[src/rtl/cache_req_seq.sv]
// Initiator-side request sequencer: one reference at a time, search/update on the
// cache-set bus, line fetch on miss. Hit/miss counters are built only when CACHE_SEQ_STATS_EN is defined.
module cache_req_seq #(
  parameter  int INDEX_W  = 4,
  localparam int NUM_SETS = 2**INDEX_W,
  localparam int TAG_W    = 29 - INDEX_W
) (
  input  logic                clk,
  input  logic                rst_n,
  input  logic                ref_valid,
  output logic                ref_ready,
  input  logic [31:0]         ref_addr,
  output logic [TAG_W-1:0]    set_tag,
  output logic [NUM_SETS-1:0] set_enable,
  output logic                set_state,
  output logic                set_mem_write,
  output logic [63:0]         set_write_data,
  input  logic                set_hit,
  output logic                mem_req,
  output logic [31:0]         mem_addr,
  input  logic                mem_ack,
  input  logic [63:0]         mem_rdata,
  output logic                rsp_valid,
  output logic                rsp_hit,
  input  logic                rsp_ready,
  output logic [31:0]         hit_count,
  output logic [31:0]         miss_count
);

  typedef enum logic [2:0] {
    IDLE   = 3'd0,
    SEARCH = 3'd1,
    CHECK  = 3'd2,
    FETCH  = 3'd3,
    UPDATE = 3'd4,
    DONE   = 3'd5
  } state_e;

  function automatic logic [NUM_SETS-1:0] onehot(input logic [INDEX_W-1:0] idx);
    logic [NUM_SETS-1:0] v;
    v      = {NUM_SETS{1'b0}};
    v[idx] = 1'b1;
    return v;
  endfunction

  state_e              state_q, state_d;
  logic [INDEX_W-1:0]  idx_q, idx_d;
  logic [TAG_W-1:0]    set_tag_q, set_tag_d;
  logic [31:0]         mem_addr_q, mem_addr_d;
  logic [63:0]         line_q, line_d;
  logic                rsp_hit_q, rsp_hit_d;
  logic                ref_ready_q, ref_ready_d;
  logic [NUM_SETS-1:0] set_enable_q, set_enable_d;
  logic                set_state_q, set_state_d;
  logic                set_mem_write_q, set_mem_write_d;
  logic                mem_req_q, mem_req_d;
  logic                rsp_valid_q, rsp_valid_d;
  logic                count_hit_s, count_miss_s;

  // Next-state logic; bus outputs are decoded from the next state so they come straight off flops.
  always_comb begin
    state_d      = state_q;
    idx_d        = idx_q;
    set_tag_d    = set_tag_q;
    mem_addr_d   = mem_addr_q;
    line_d       = line_q;
    rsp_hit_d    = rsp_hit_q;
    count_hit_s  = 1'b0;
    count_miss_s = 1'b0;
    case (state_q)
      IDLE: begin
        if (ref_valid) begin
          state_d    = SEARCH;
          idx_d      = ref_addr[3+INDEX_W-1:3];
          set_tag_d  = ref_addr[31:3+INDEX_W];
          mem_addr_d = {ref_addr[31:3], 3'b000};
        end else begin
          state_d = IDLE;
        end
      end
      SEARCH: state_d = CHECK;
      CHECK: begin
        if (set_hit) begin
          rsp_hit_d = 1'b1;
          state_d   = DONE;
        end else begin
          rsp_hit_d = 1'b0;
          state_d   = FETCH;
        end
      end
      FETCH: begin
        if (mem_ack) begin
          line_d  = mem_rdata;
          state_d = UPDATE;
        end else begin
          state_d = FETCH;
        end
      end
      UPDATE: state_d = DONE;
      DONE: begin
        if (rsp_ready) begin
          count_hit_s  = rsp_hit_q;
          count_miss_s = ~rsp_hit_q;
          state_d      = IDLE;
        end else begin
          state_d = DONE;
        end
      end
      default: state_d = IDLE;
    endcase

    ref_ready_d     = (state_d == IDLE);
    set_state_d     = (state_d == CHECK) || (state_d == UPDATE);
    set_mem_write_d = (state_d == UPDATE);
    mem_req_d       = (state_d == FETCH);
    rsp_valid_d     = (state_d == DONE);
    if ((state_d == SEARCH) || (state_d == UPDATE)) begin
      set_enable_d = onehot(idx_d);
    end else begin
      set_enable_d = {NUM_SETS{1'b0}};
    end
  end

  // Sequencer state and registered bus outputs.
  always_ff @(posedge clk or negedge rst_n) begin
    if (!rst_n) begin
      state_q         <= IDLE;
      idx_q           <= {INDEX_W{1'b0}};
      set_tag_q       <= {TAG_W{1'b0}};
      mem_addr_q      <= 32'd0;
      line_q          <= 64'd0;
      rsp_hit_q       <= 1'b0;
      ref_ready_q     <= 1'b1;
      set_enable_q    <= {NUM_SETS{1'b0}};
      set_state_q     <= 1'b0;
      set_mem_write_q <= 1'b0;
      mem_req_q       <= 1'b0;
      rsp_valid_q     <= 1'b0;
    end else begin
      state_q         <= state_d;
      idx_q           <= idx_d;
      set_tag_q       <= set_tag_d;
      mem_addr_q      <= mem_addr_d;
      line_q          <= line_d;
      rsp_hit_q       <= rsp_hit_d;
      ref_ready_q     <= ref_ready_d;
      set_enable_q    <= set_enable_d;
      set_state_q     <= set_state_d;
      set_mem_write_q <= set_mem_write_d;
      mem_req_q       <= mem_req_d;
      rsp_valid_q     <= rsp_valid_d;
    end
  end

  assign ref_ready      = ref_ready_q;
  assign set_tag        = set_tag_q;
  assign set_enable     = set_enable_q;
  assign set_state      = set_state_q;
  assign set_mem_write  = set_mem_write_q;
  assign set_write_data = line_q;
  assign mem_req        = mem_req_q;
  assign mem_addr       = mem_addr_q;
  assign rsp_valid      = rsp_valid_q;
  assign rsp_hit        = rsp_hit_q;

`ifdef CACHE_SEQ_STATS_EN
  logic [31:0] hit_count_q, hit_count_d;
  logic [31:0] miss_count_q, miss_count_d;

  // Saturating statistics, one increment per completed response.
  always_comb begin
    hit_count_d  = hit_count_q;
    miss_count_d = miss_count_q;
    if (count_hit_s && (hit_count_q != 32'hFFFF_FFFF)) begin
      hit_count_d = hit_count_q + 32'd1;
    end else begin
      hit_count_d = hit_count_q;
    end
    if (count_miss_s && (miss_count_q != 32'hFFFF_FFFF)) begin
      miss_count_d = miss_count_q + 32'd1;
    end else begin
      miss_count_d = miss_count_q;
    end
  end

  // Statistics registers.
  always_ff @(posedge clk or negedge rst_n) begin
    if (!rst_n) begin
      hit_count_q  <= 32'd0;
      miss_count_q <= 32'd0;
    end else begin
      hit_count_q  <= hit_count_d;
      miss_count_q <= miss_count_d;
    end
  end

  assign hit_count  = hit_count_q;
  assign miss_count = miss_count_q;
`else
  logic unused_count_s;
  assign unused_count_s = count_hit_s ^ count_miss_s;
  assign hit_count      = 32'd0;
  assign miss_count     = 32'd0;
`endif

endmodule

[config.mk]
export PLATFORM = sky130hd
export DESIGN_NAME = cache_req_seq
export DESIGN_NICKNAME = d
export VERILOG_FILES = /design/src/rtl/cache_req_seq.sv
export SDC_FILE = /design/constraint.sdc
export NUM_CORES = 1
export LEC_CHECK = 0
export CORE_AREA = 2 2 121 123
export DETAILED_ROUTE_END_ITERATION = 7
export DIE_AREA = 0 0 123 125
export PLACE_DENSITY = 0.81
export SYNTH_ARGS = -nofsm -noshare
export SYNTH_HDL_FRONTEND = slang
export SYNTH_SLANG_ARGS = --single-unit
[constraint.sdc]
create_clock -name clk -period 4.8 [get_ports clk]
set_input_delay 0.72 -clock clk [delete_from_list [all_inputs] [get_ports clk]]
set_output_delay 0.72 -clock clk [all_outputs]
set_load 0.02 [all_outputs]
Yosys cells after proc, flatten, opt, wreduce, memory -nomap -nowiden --
Index checks and enable logic that the tools add are counted.
Cells by class: magnitude comparators 2, equal/unequal tests 10, multiplexer cells 11, reductions and logical operators 7
Operators by type and width (number):
- case mux 3 bit (6 select lines) | 1
- 2-to-1 mux 16 bit | 1
- == test 3 x 2 -> 1 bit, second input constant | 4
- == test 3 bit, second input constant | 4
- 2-to-1 mux 3 bit | 3
- 2-to-1 mux 4 bit | 2
- == test 3 x 1 -> 1 bit, second input constant | 2
- logical NOT 3 bit | 2
- less-than comparator 4 x 5 -> 1 bit, second input constant | 1
- demux 1 bit (select 4 bit) | 1
- >= comparator 4 x 1 -> 1 bit, second input constant | 1
- AND reduction 2 bit | 2
- 2-to-1 mux 1 bit | 3
- logical OR 1 bit | 2
- logical AND 1 bit | 1
Word-level totals: register bits 147, bits of input ports 102, output and inout port bits 207, logic and storage cells 42

Depth between registers and ports, before layout --
Gate-level depths: netlist (run 1).
depth in word-level cells 7, mapped depth 5

Least setup slack after synthesis (run 1) --
OpenSTA, ideal clock, no wires.
kind input to register, start point input ref_valid, end point register set_enable_q[6], in the netlist set_enable[6], library setup time 131 ps, arrival 1648 ps, required time 4669 ps, path slack 3021 ps, stages 4, buffers on the path 1, path through or4b_1 > buf_2 > a32oi_2 > o22ai_1
On the way: longest elaborated chain between the ends 7, elaborated cells between the ends (all ways) 13
RTL lines:
- from (decl) | RTL line 10 | input logic ref_valid,
- 2-to-1 mux 4 bit | RTL line 72 | if (ref_valid) begin
- 2-to-1 mux 4 bit | RTL line 70 | case (state_q)
- less-than comparator 4 x 5 -> 1 bit (not written as such) / >= comparator 4 x 1 -> 1 bit (equally long branches) | RTL line 42 | v[idx] = 1'b1;
- logical AND 1 bit (not written as such) | RTL line 42
- 2-to-1 mux 1 bit (not written as such) | RTL line 42
- demux 1 bit (select 4 bit) | RTL line 42
- 2-to-1 mux 16 bit (*) | RTL line 117 | if ((state_d == SEARCH) || (state_d == UPDATE)) begin
- named net set_enable_d[6] | RTL line 53 | logic [NUM_SETS-1:0] set_enable_q, set_enable_d;
- to (signal assigned) | RTL line 134 | set_enable_q <= {NUM_SETS{1'b0}};
- to (signal assigned) | RTL line 147 | set_enable_q <= set_enable_d;
- to (decl) | RTL line 53
The timed path passes the listed nets; every way through them passes the cells marked *. A chain may end at the register's enable or synchronous reset.

Final worst setup path (run 1) --
start point input mem_ack, end point register line_q[0], in the netlist set_write_data[0]
On the way: longest elaborated chain between the ends 1
RTL lines:
- from (decl) | RTL line 21 | input logic mem_ack,
- AND reduction 2 bit (no source line)
- to (signal assigned) | RTL line 144 | line_q <= line_d;
- to (decl) | RTL line 50 | logic [63:0] line_q, line_d;
Every way passes these cells.

==> reports/metrics.csv, run 1 <==
metric,value,unit
Synth Area per Inst,11.6,sq um
worst hold-check slack,0.481,ns
Finished Cell Area,8130,sq um
max-slew violations,0,
Crit Path Class,input pin to flip-flop,
post-CTS sizing,0,
H-tree depth,4,
clock-pin slew on the worst setup and hold paths,0.05,ns
Mapped Cells,461,
CP Capture Type,flip-flop,
Sink Count,122,
core area,14200,sq um
VDD IR max,313,uV
sequential area share after synthesis,0.570,
Setup Skew,0.00549,ns
HP Class,flip-flop to flip-flop,
Die Y,125,microns
Worst EP arrival,2.66,ns
Final TNS setup,0,ns
CP startpoint,mem_ack,
Rel. slew slack,0.303,
first-pass GRT wire length,20300,microns
Via Count,3928,
worst-margin pin slew,1.05,ns
CTS tree,done,
clock period minus worst slack,2.38,ns
outcome,finished clean,
Post-DRT Antenna Nets,0,
Bufs and invs on worst path,2,
Setup Buffers After CTS,0,
First-pass DRT Iterations,4,
Vias/cell,4.49,
number of CTS-inserted buffers,17,
maximum number of pins on one net before global-route repair,89,
#FFs+latches synth,122,
RSZ-0062 raised after global routing,no,
fillers,1139,
endpoints failing setup,0,
CTS root buf,clkbuf_16,
DR iter-0 viols,156,
Met2 Wirelength,6640,microns
Static Leak,3.63,nW
floorplan row count,44,
Final Wtd Congestion,0.844,
DRT Wirelength,13200,microns
Yosys warning count,0,
slowest library cell on the worst path,buf_4,
kind of cell adding the most delay to the critical path,buffers and inverters,
Final nets,780,
Routed WL per cell,15.1,microns
"commonest non-fill, non-tap cell in the layout",clkdlybuf4s50_1,
Main synth FF type,dfrtp_1,
largest stage delay on the critical path,0.63,ns
vias in the first global route,3997,
GRT Util Overall,0.171,
Ports,309,
Post-synth EDFFs,0,
Layout Cells excl Fill,874,
n_diodes,0,
share of cells above drive strength 1,0.157,
crit path cell chain,clkdlybuf4s50_1 > nand3_1 > nor2_4 > buf_4 > mux2_2,
Area growth syn-to-layout,51.6,%
Die W,123,microns
"Hold Vio Cnt, Final",0,
crit-path max FO,65,
DRC errors left,0,
Cells after DPL,843,
startpoint types,input pin,
Final Util,0.572,
Clock Latency Late Sink,0.40,ns
CTS Hold Buffers Added,0,
IO buf count,238,
synthesized area,5360,sq um
r2r setup slk,2.61,ns
"Async S/R FF share, synth",1.00,
worst path required time,5.08,ns
Fmax,421,MHz
Cell variety after synth,40,
Post-DP Area,7480,sq um
Met3 Wirelength,1300,microns
Starting Density,0.377,
origin of the critical flop-to-flop path,state_q[0]$_DFF_PN0_,
Hold Path Origin,mem_addr[5]$_DFFE_PN0P_,
initial antenna violation count,0,
Power per Cell Area,701,nW/um^2
Max-cap violations,0,
Max clock buf depth,2,
Die Area,15400,sq um
met1 WL,5040,microns
most frequent cells in the layout,"clkdlybuf4s50_1 (237), dfrtp_1 (121), nand2_1 (103)",
GRT overflow,0,
Detail Placement HPWL,9760,microns
uppermost layer routed,met4,
fin crit share,0.495,
==> cells in the mapped netlist (all sizes together), types with 2 or more instances <==
cell | instances | share of area
nand3 | 3 | 0.0028
nand2b | 4 | 0.0047
nor2 | 6 | 0.0042
mux2 | 66 | 0.14
a21oi | 4 | 0.0037
o22ai | 13 | 0.015
or4b | 2 | 0.0037
nor2b | 3 | 0.0035
buf | 107 | 0.14
a32oi | 2 | 0.0047
dfrtp | 121 | 0.56
a22oi | 2 | 0.0028
nand2 | 103 | 0.072
o21ai | 2 | 0.0019
nor4b | 2 | 0.0044
clkbuf | 3 | 0.0021
==> worst paths after layout <==
kind | endpoint | depth (start not counted)
worst max-delay path | set_write_data[0]$_DFFE_PN0P_ | 5
worst min-delay path | mem_addr[5]$_DFFE_PN0P_ | 2
worst max register to register | set_write_data[0]$_DFFE_PN0P_ | 4
worst min register to register | mem_addr[5]$_DFFE_PN0P_ | 2
max in group asynchronous | set_enable[15]$_DFF_PN0_ | 2
min in group asynchronous | set_write_data[48]$_DFFE_PN0P_ | 1
==> cell type report <==
class	count	area [sq um]	area share
inverters	1	3.75	0.000462
well taps	184	230	0.0283
clock inverters	11	193	0.0237
clock buffers	20	457	0.0562
flip-flops and latches	122	3050	0.376
repair buffers	242	2410	0.296
multi-input cells	294	1780	0.219
==> cells by family (layout without fill, tap and decap cells) <==
group	count (synthesis)	in the layout	share of synthesized area
AND/OR/NAND/NOR	133	133	0.108
flip-flops	122	122	0.570
buffers and inverters	111	274	0.147
multiplexers	66	66	0.139
AO/OA/AOI/OAI	28	28	0.0362
other	1	67	0.000699
==> worst reg2reg max path: stages (launching register included) <==
cell and delay (ns):
dfrtp_1 0.63, nand3_1 0.23, nor2_4 0.12, buf_4 0.63, mux2_2 0.47
==> per-layer routing <==
metal	global-route usage	up-vias
li1	-	1824
met5	0	-
met2	0.298	227
met4	0.0675	0
met3	0.0602	25
met1	0.189	1852
==> sequential cells by signal (all words and copies together) (netlist names) <==
signal and count:
idx_q 4, set_tag 25, rsp_hit 1, state_q 3, set_enable 16, rsp_valid 1, mem_req 1, ref_ready 1
mem_addr 4, set_mem_write 1, set_state 1, set_write_data 64
==> where the power goes <==
group	switching [W]	internal (W)	total (W)	leakage, nW
registers	0.000295	0.00147	0.00177	1.52
clock network	0.000438	0.000946	0.00138	0.312
logic	0.00127	0.00128	0.00255	1.79
total	0.00201	0.00369	0.00570	3.63
==> per-stage QoR <==
step	power (W)	worst slack [ns]
after floorplan	0.00322	3.02
after global placement	0.00429	2.08
after detailed placement	0.00435	2.00
after CTS	0.00577	2.43
after global routing	0.00601	2.33
final	0.00570	2.42
Power figures use the tool's default switching activity.
==> inputs of run 2 (changes only) <==
==> config.mk (replaced) <==
export PLATFORM = sky130hd
export DESIGN_NAME = cache_req_seq
export DESIGN_NICKNAME = d
export VERILOG_FILES = /design/src/rtl/cache_req_seq.sv
export SDC_FILE = /design/constraint.sdc
export NUM_CORES = 1
export LEC_CHECK = 0
export CORE_UTILIZATION = 38
export DETAILED_ROUTE_END_ITERATION = 7
export PLACE_DENSITY = 0.8
export SYNTH_ARGS = -nofsm -noshare
export SYNTH_HDL_FRONTEND = slang
export SYNTH_SLANG_ARGS = --single-unit
==> constraint.sdc (replaced) <==
create_clock -name clk -period 2.2 [get_ports clk]
set_input_delay 0.33 -clock clk [delete_from_list [all_inputs] [get_ports clk]]
set_output_delay 0.33 -clock clk [all_outputs]
set_load 0.02 [all_outputs]
==> run 2 against run 1 <==
Compared with the run above:
- utilization is 2.1 points higher
- flip-flop and latch count stayed put
- design area is 0.95% higher
- clock skew is 0.0049 ns higher
- sequential share of layout area is 0.36 points lower
- clock power is 110% higher
- sequential power is 110% higher
- power is 120% higher
- first-iteration DRC count is 21% lower
- global-route usage is 1.3 points higher
==> reports/metrics.csv, run 2 (synthesized netlist as in run 1, its figures left out) <==
metric,value,unit
crit path cell chain,clkdlybuf4s50_1,
first-pass GRT wire length,20100,microns
Post-DP Area,7570,sq um
H-tree depth,4,
floorplan row count,43,
power consumption,0.0125,W
CTS tree,done,
most frequent cells in the layout,"clkdlybuf4s50_1 (237), dfrtp_1 (121), nand2_1 (103)",
number of CTS-inserted buffers,17,
HP Class,input pin to async pin,
max-slew violations,0,
CTS Hold Buffers Added,0,
Detail Placement HPWL,10000,microns
slowest library cell on the worst path,clkdlybuf4s50_1,
GRT overflow,0,
Starting Density,0.388,
Ports,309,
Area growth syn-to-layout,53.1,%
clock period minus worst slack,1.85,ns
DR iter-0 viols,123,
Rel. slew slack,0.584,
Power per Cell Area,1520,nW/um^2
Comb power frac,0.460,
Final nets,788,
Fmax,541,MHz
Die Y,121,microns
Bufs and invs on worst path,1,
worst path required time,1.87,ns
Clock power frac,0.235,
Internal,0.00801,W
Die Area,14600,sq um
Layout Cells excl Fill,879,
Static Leak,3.66,nW
switching pwr,0.00446,W
startpoint types,flip-flop,
Worst EP arrival,1.52,ns
Post-DRT Antenna Nets,0,
Via Count,3937,
GRT Util Overall,0.184,
Final Wtd Congestion,0.789,
Clock Latency Late Sink,0.41,ns
max FFs per register,64,
Net Sw Frac,0.358,
min setup slack post-route,0.351,ns
"Hold Vio Cnt, Final",0,
VDD IR max,638,uV
largest stage delay on the critical path,0.60,ns
CTS root buf,clkbuf_16,
First-pass DRT Iterations,6,
endpoints failing setup,0,
initial antenna violation count,0,
Crit Path Class,flip-flop to output pin,
RSZ-0062 raised after global routing,no,
Max clock buf depth,2,
Cells after DPL,847,
Finished Cell Area,8210,sq um
clock-pin slew on the worst setup and hold paths,0.06,ns
fin crit share,0.840,
Routed WL per cell,15.3,microns
n_diodes,0,
IO buf count,238,
Sink Count,122,
"commonest non-fill, non-tap cell in the layout",clkdlybuf4s50_1,
Final TNS setup,0,ns
core area,13800,sq um
fillers,1089,
Die W,121,microns
crit-path max FO,1,
worst-margin pin slew,0.624,ns
DRC errors left,0,
Vias/cell,4.48,
maximum number of pins on one net before global-route repair,123,
outcome,finished clean,
vias in the first global route,3783,
kind of cell adding the most delay to the critical path,buffers and inverters,
Setup Buffers After CTS,0,
Max-cap violations,0,
CP Capture Type,output pin,
DRT Wirelength,13500,microns
share of cells above drive strength 1,0.167,
Setup Skew,0.0104,ns
post-CTS sizing,0,
Setup WS pre-CTS,0.0592,ns
Flop pwr share,0.305,
run 2: cell type report:
cell class	instances	area (sq um)	share of cell area
clock buffer	19	443	0.0540
clock inverter	13	191	0.0233
inverter	1	3.75	0.000457
multi-input combinational	294	1780	0.217
sequential	122	3050	0.372
tap	180	225	0.0274
timing repair buffer	250	2510	0.305
run 2: power groups by stage:
| stage | clock, W | sequential [W] | combinational (W) |
|---|---|---|---|
| 5_1_grt | 0.00311 | 0.00393 | 0.00609 |
| 3_5_place_dp | 0 | 0.00384 | 0.00579 |
| 6_report | 0.00293 | 0.00380 | 0.00574 |
| 3_3_place_gp | 0 | 0.00377 | 0.00569 |
| 4_1_cts | 0.00300 | 0.00381 | 0.00581 |
| 2_1_floorplan | 0 | 0.00487 | 0.00216 |
run 2: final timing paths:
kind	from	depth (start not counted)	to	slack (ns)
max	ref_ready$_DFF_PN1_	1	ref_ready	0.35
min	rst_n	2	set_write_data[42]$_DFFE_PN0P_	0.03
max reg2reg	state_q[1]$_DFF_PN0_	3	set_enable[5]$_DFF_PN0_	0.40
min reg2reg	mem_addr[3]$_DFFE_PN0P_	2	mem_addr[3]$_DFFE_PN0P_	0.49
max in group asynchronous	rst_n	2	idx_q[1]$_DFF_PN0_	1.72
min in group clk	ref_addr[24]	3	set_tag[17]$_DFFE_PN0P_	0.45
run 2: stage by stage:
| step | hold slack (ns) | util |
|---|---|---|
| CTS | 0.0415 | 0.594 |
| finish | 0.0298 | 0.594 |
| global placement | 0.461 | 0.548 |
| floorplan | 0.0344 | - |
| detailed placement | 0.471 | 0.548 |
| global route | 0.0652 | 0.594 |
run 2: layer usage:
metal / track usage / vias up / wire length (microns) / share of wire
met4: 0.0741 / 0 / 213 / 0.016
met5: 0 / - / 0 / 0
li1: - / 1832 / - / -
met1: 0.206 / 1881 / 5350 / 0.40
met2: 0.316 / 205 / 6710 / 0.50
met3: 0.0670 / 19 / 1200 / 0.089
==> inputs of run 3 (changes only) <==
--- a/config.mk
+++ b/config.mk
@@ -5,9 +5,9 @@
 export SDC_FILE = /design/constraint.sdc
 export NUM_CORES = 1
 export LEC_CHECK = 0
-export CORE_UTILIZATION = 38
+export CORE_UTILIZATION = 35
 export DETAILED_ROUTE_END_ITERATION = 7
-export PLACE_DENSITY = 0.8
+export PLACE_DENSITY = 0.78
 export SYNTH_ARGS = -nofsm -noshare
 export SYNTH_HDL_FRONTEND = slang
 export SYNTH_SLANG_ARGS = --single-unit
==> constraint.sdc (replaced) <==
create_clock -name clk -period 1.7 [get_ports clk]
set_input_delay 0.255 -clock clk [delete_from_list [all_inputs] [get_ports clk]]
set_output_delay 0.255 -clock clk [all_outputs]
set_load 0.02 [all_outputs]
==> run 3 against run 2 <==
Compared with the run above:
- non-clock buffer count is 5 higher
- design area increased by 1.6%
- register-to-register slack got worse by 0.29 ns
- combinational power rose by 29%
- flip-flop and latch count is the same
- largest cell class unchanged
- largest power group unchanged
==> reports/metrics.csv, run 3 (synthesized netlist as in run 1, its figures left out) <==
metric,value,unit
outcome,finished clean,
CP Capture Type,output pin,
Worst EP arrival,1.40,ns
Worst R2R Path Depth,3,
worst hold-check slack,0.369,ns
kind of cell adding the most delay to the critical path,buffers and inverters,
Crit Path Class,flip-flop to output pin,
core area,14800,sq um
power consumption,0.0163,W
max-slew violations,0,
slowest library cell on the worst path,clkdlybuf4s50_1,
DRT Wirelength,13700,microns
maximum number of pins on one net before global-route repair,45,
endpoints failing setup,0,
Met2 Wirelength,6830,microns
CP startpoint,set_tag[9]$_DFFE_PN0P_,
H-tree depth,4,
Die W,126,microns
Sink Count,122,
largest stage delay on the critical path,0.62,ns
GRT Util Overall,0.172,
VDD IR max,784,uV
Routed WL per cell,15.4,microns
clock period minus worst slack,1.66,ns
GRT overflow,0,
first-pass GRT wire length,21000,microns
most frequent cells in the layout,"clkdlybuf4s50_1 (211), dfrtp_1 (121), nand2_1 (103)",
Layout Cells excl Fill,888,
Bufs and invs on worst path,1,
"commonest non-fill, non-tap cell in the layout",clkdlybuf4s50_1,
"Hold Vio Cnt, Final",0,
crit path cell chain,clkdlybuf4s50_1,
Vias/cell,4.49,
Met3 Wirelength,1270,microns
Detail Placement HPWL,10500,microns
origin of the critical flop-to-flop path,state_q[2]$_DFF_PN0_,
Max clock buf depth,2,
Power per Cell Area,1950,nW/um^2
Clock Latency Late Sink,0.40,ns
fin crit share,0.976,
Ports,309,
vias in the first global route,3973,
initial antenna violation count,0,
Finished Cell Area,8340,sq um
CTS root buf,clkbuf_16,
number of CTS-inserted buffers,17,
Area growth syn-to-layout,55.6,%
r2r setup slk,0.11,ns
worst path required time,1.44,ns
Final Wtd Congestion,0.853,
HP Class,input pin to async pin,
Via Count,3984,
max FFs per register,64,
IO buf count,238,
CTS tree,done,
Fmax,603,MHz
Post-DP Area,7620,sq um
startpoint types,flip-flop,
Post-DRT Antenna Nets,0,
Setup Skew,0.00610,ns
share of cells above drive strength 1,0.176,
n_diodes,0,
Final nets,793,
Starting Density,0.363,
Cells after DPL,855,
Die Area,15800,sq um
floorplan row count,44,
clock-pin slew on the worst setup and hold paths,0.06,ns
First-pass DRT Iterations,4,
uppermost layer routed,met4,
met1 WL,5450,microns
DR iter-0 viols,224,
crit path capture,set_tag[9],
Final Util,0.565,
Crit. path cell count,1,
crit-path max FO,3,
Die Y,126,microns
worst reg2reg path endpoint,set_enable[1]$_DFF_PN0_,
Max-cap violations,0,
Static Leak,3.96,nW
DRC errors left,0,
-- run 3: changes by cell type in the layout (fill, tap and decap cells not counted), sizes merged --
| cell | change |
|---|---|
| clkdlybuf4s50 | -26 |
| dlymetal6s2s | +19 |
| dlygate4sd2 | +7 |
| buf | +4 |
| clkinv | +2 |
| inv | -2 |
| bufinv | +1 |
| clkbuf | -1 |
| dlygate4sd3 | +1 |
-- run 3: through the flow --
step                TNS (ns)  setup WS, ns
floorplan                  0         0.137
global placement      -17.68        -0.258
detailed placement    -21.04        -0.298
CTS                        0       0.00211
global route         -0.0134       -0.0106
finish                     0        0.0415
-- run 3: cell type report --
class | instances | area [sq um]
clock inverters | 14 | 221
clock buffers | 18 | 439
well taps | 184 | 230
multi-input cells | 294 | 1790
repair buffers | 255 | 2600
fillers | 1217 | 6410
inverters | 1 | 3.75
flip-flops and latches | 122 | 3050
-- run 3: repair_timing --
action / in CTS / in global routing
hold endpoints to repair: 35 / 0
hold buffers: 1 / 0
buffers inserted: 0 / 0
resized for setup: 8 / 20
setup endpoints to repair: 11 / 57
-- run 3: metal layers --
layer | track usage | vias to the layer above
met4 | 0.0617 | 0
met3 | 0.0637 | 23
met1 | 0.195 | 1877
li1 | - | 1839
met2 | 0.296 | 245
met5 | 0 | -
-- run 3: worst min path at each step --
stage	startpoint	slack [ns]	endpoint	depth (start not counted)
finish	rst_n	0.37	set_write_data[30]$_DFFE_PN0P_	2
detailed placement	rst_n	0.25	set_write_data[22]$_DFFE_PN0P_	1
floorplan	rst_n	-0.04	idx_q[0]$_DFF_PN0_	0
global route	ref_addr[14]	0.38	set_tag[7]$_DFFE_PN0P_	3
global placement	rst_n	0.24	set_write_data[22]$_DFFE_PN0P_	1
CTS	rst_n	0.35	set_write_data[22]$_DFFE_PN0P_	2
-- run 3: where the power goes --
part / internal [W] / switching, W
Combinational: 0.00366 / 0.00375
Clock: 0.00265 / 0.00131
Sequential: 0.00416 / 0.000724
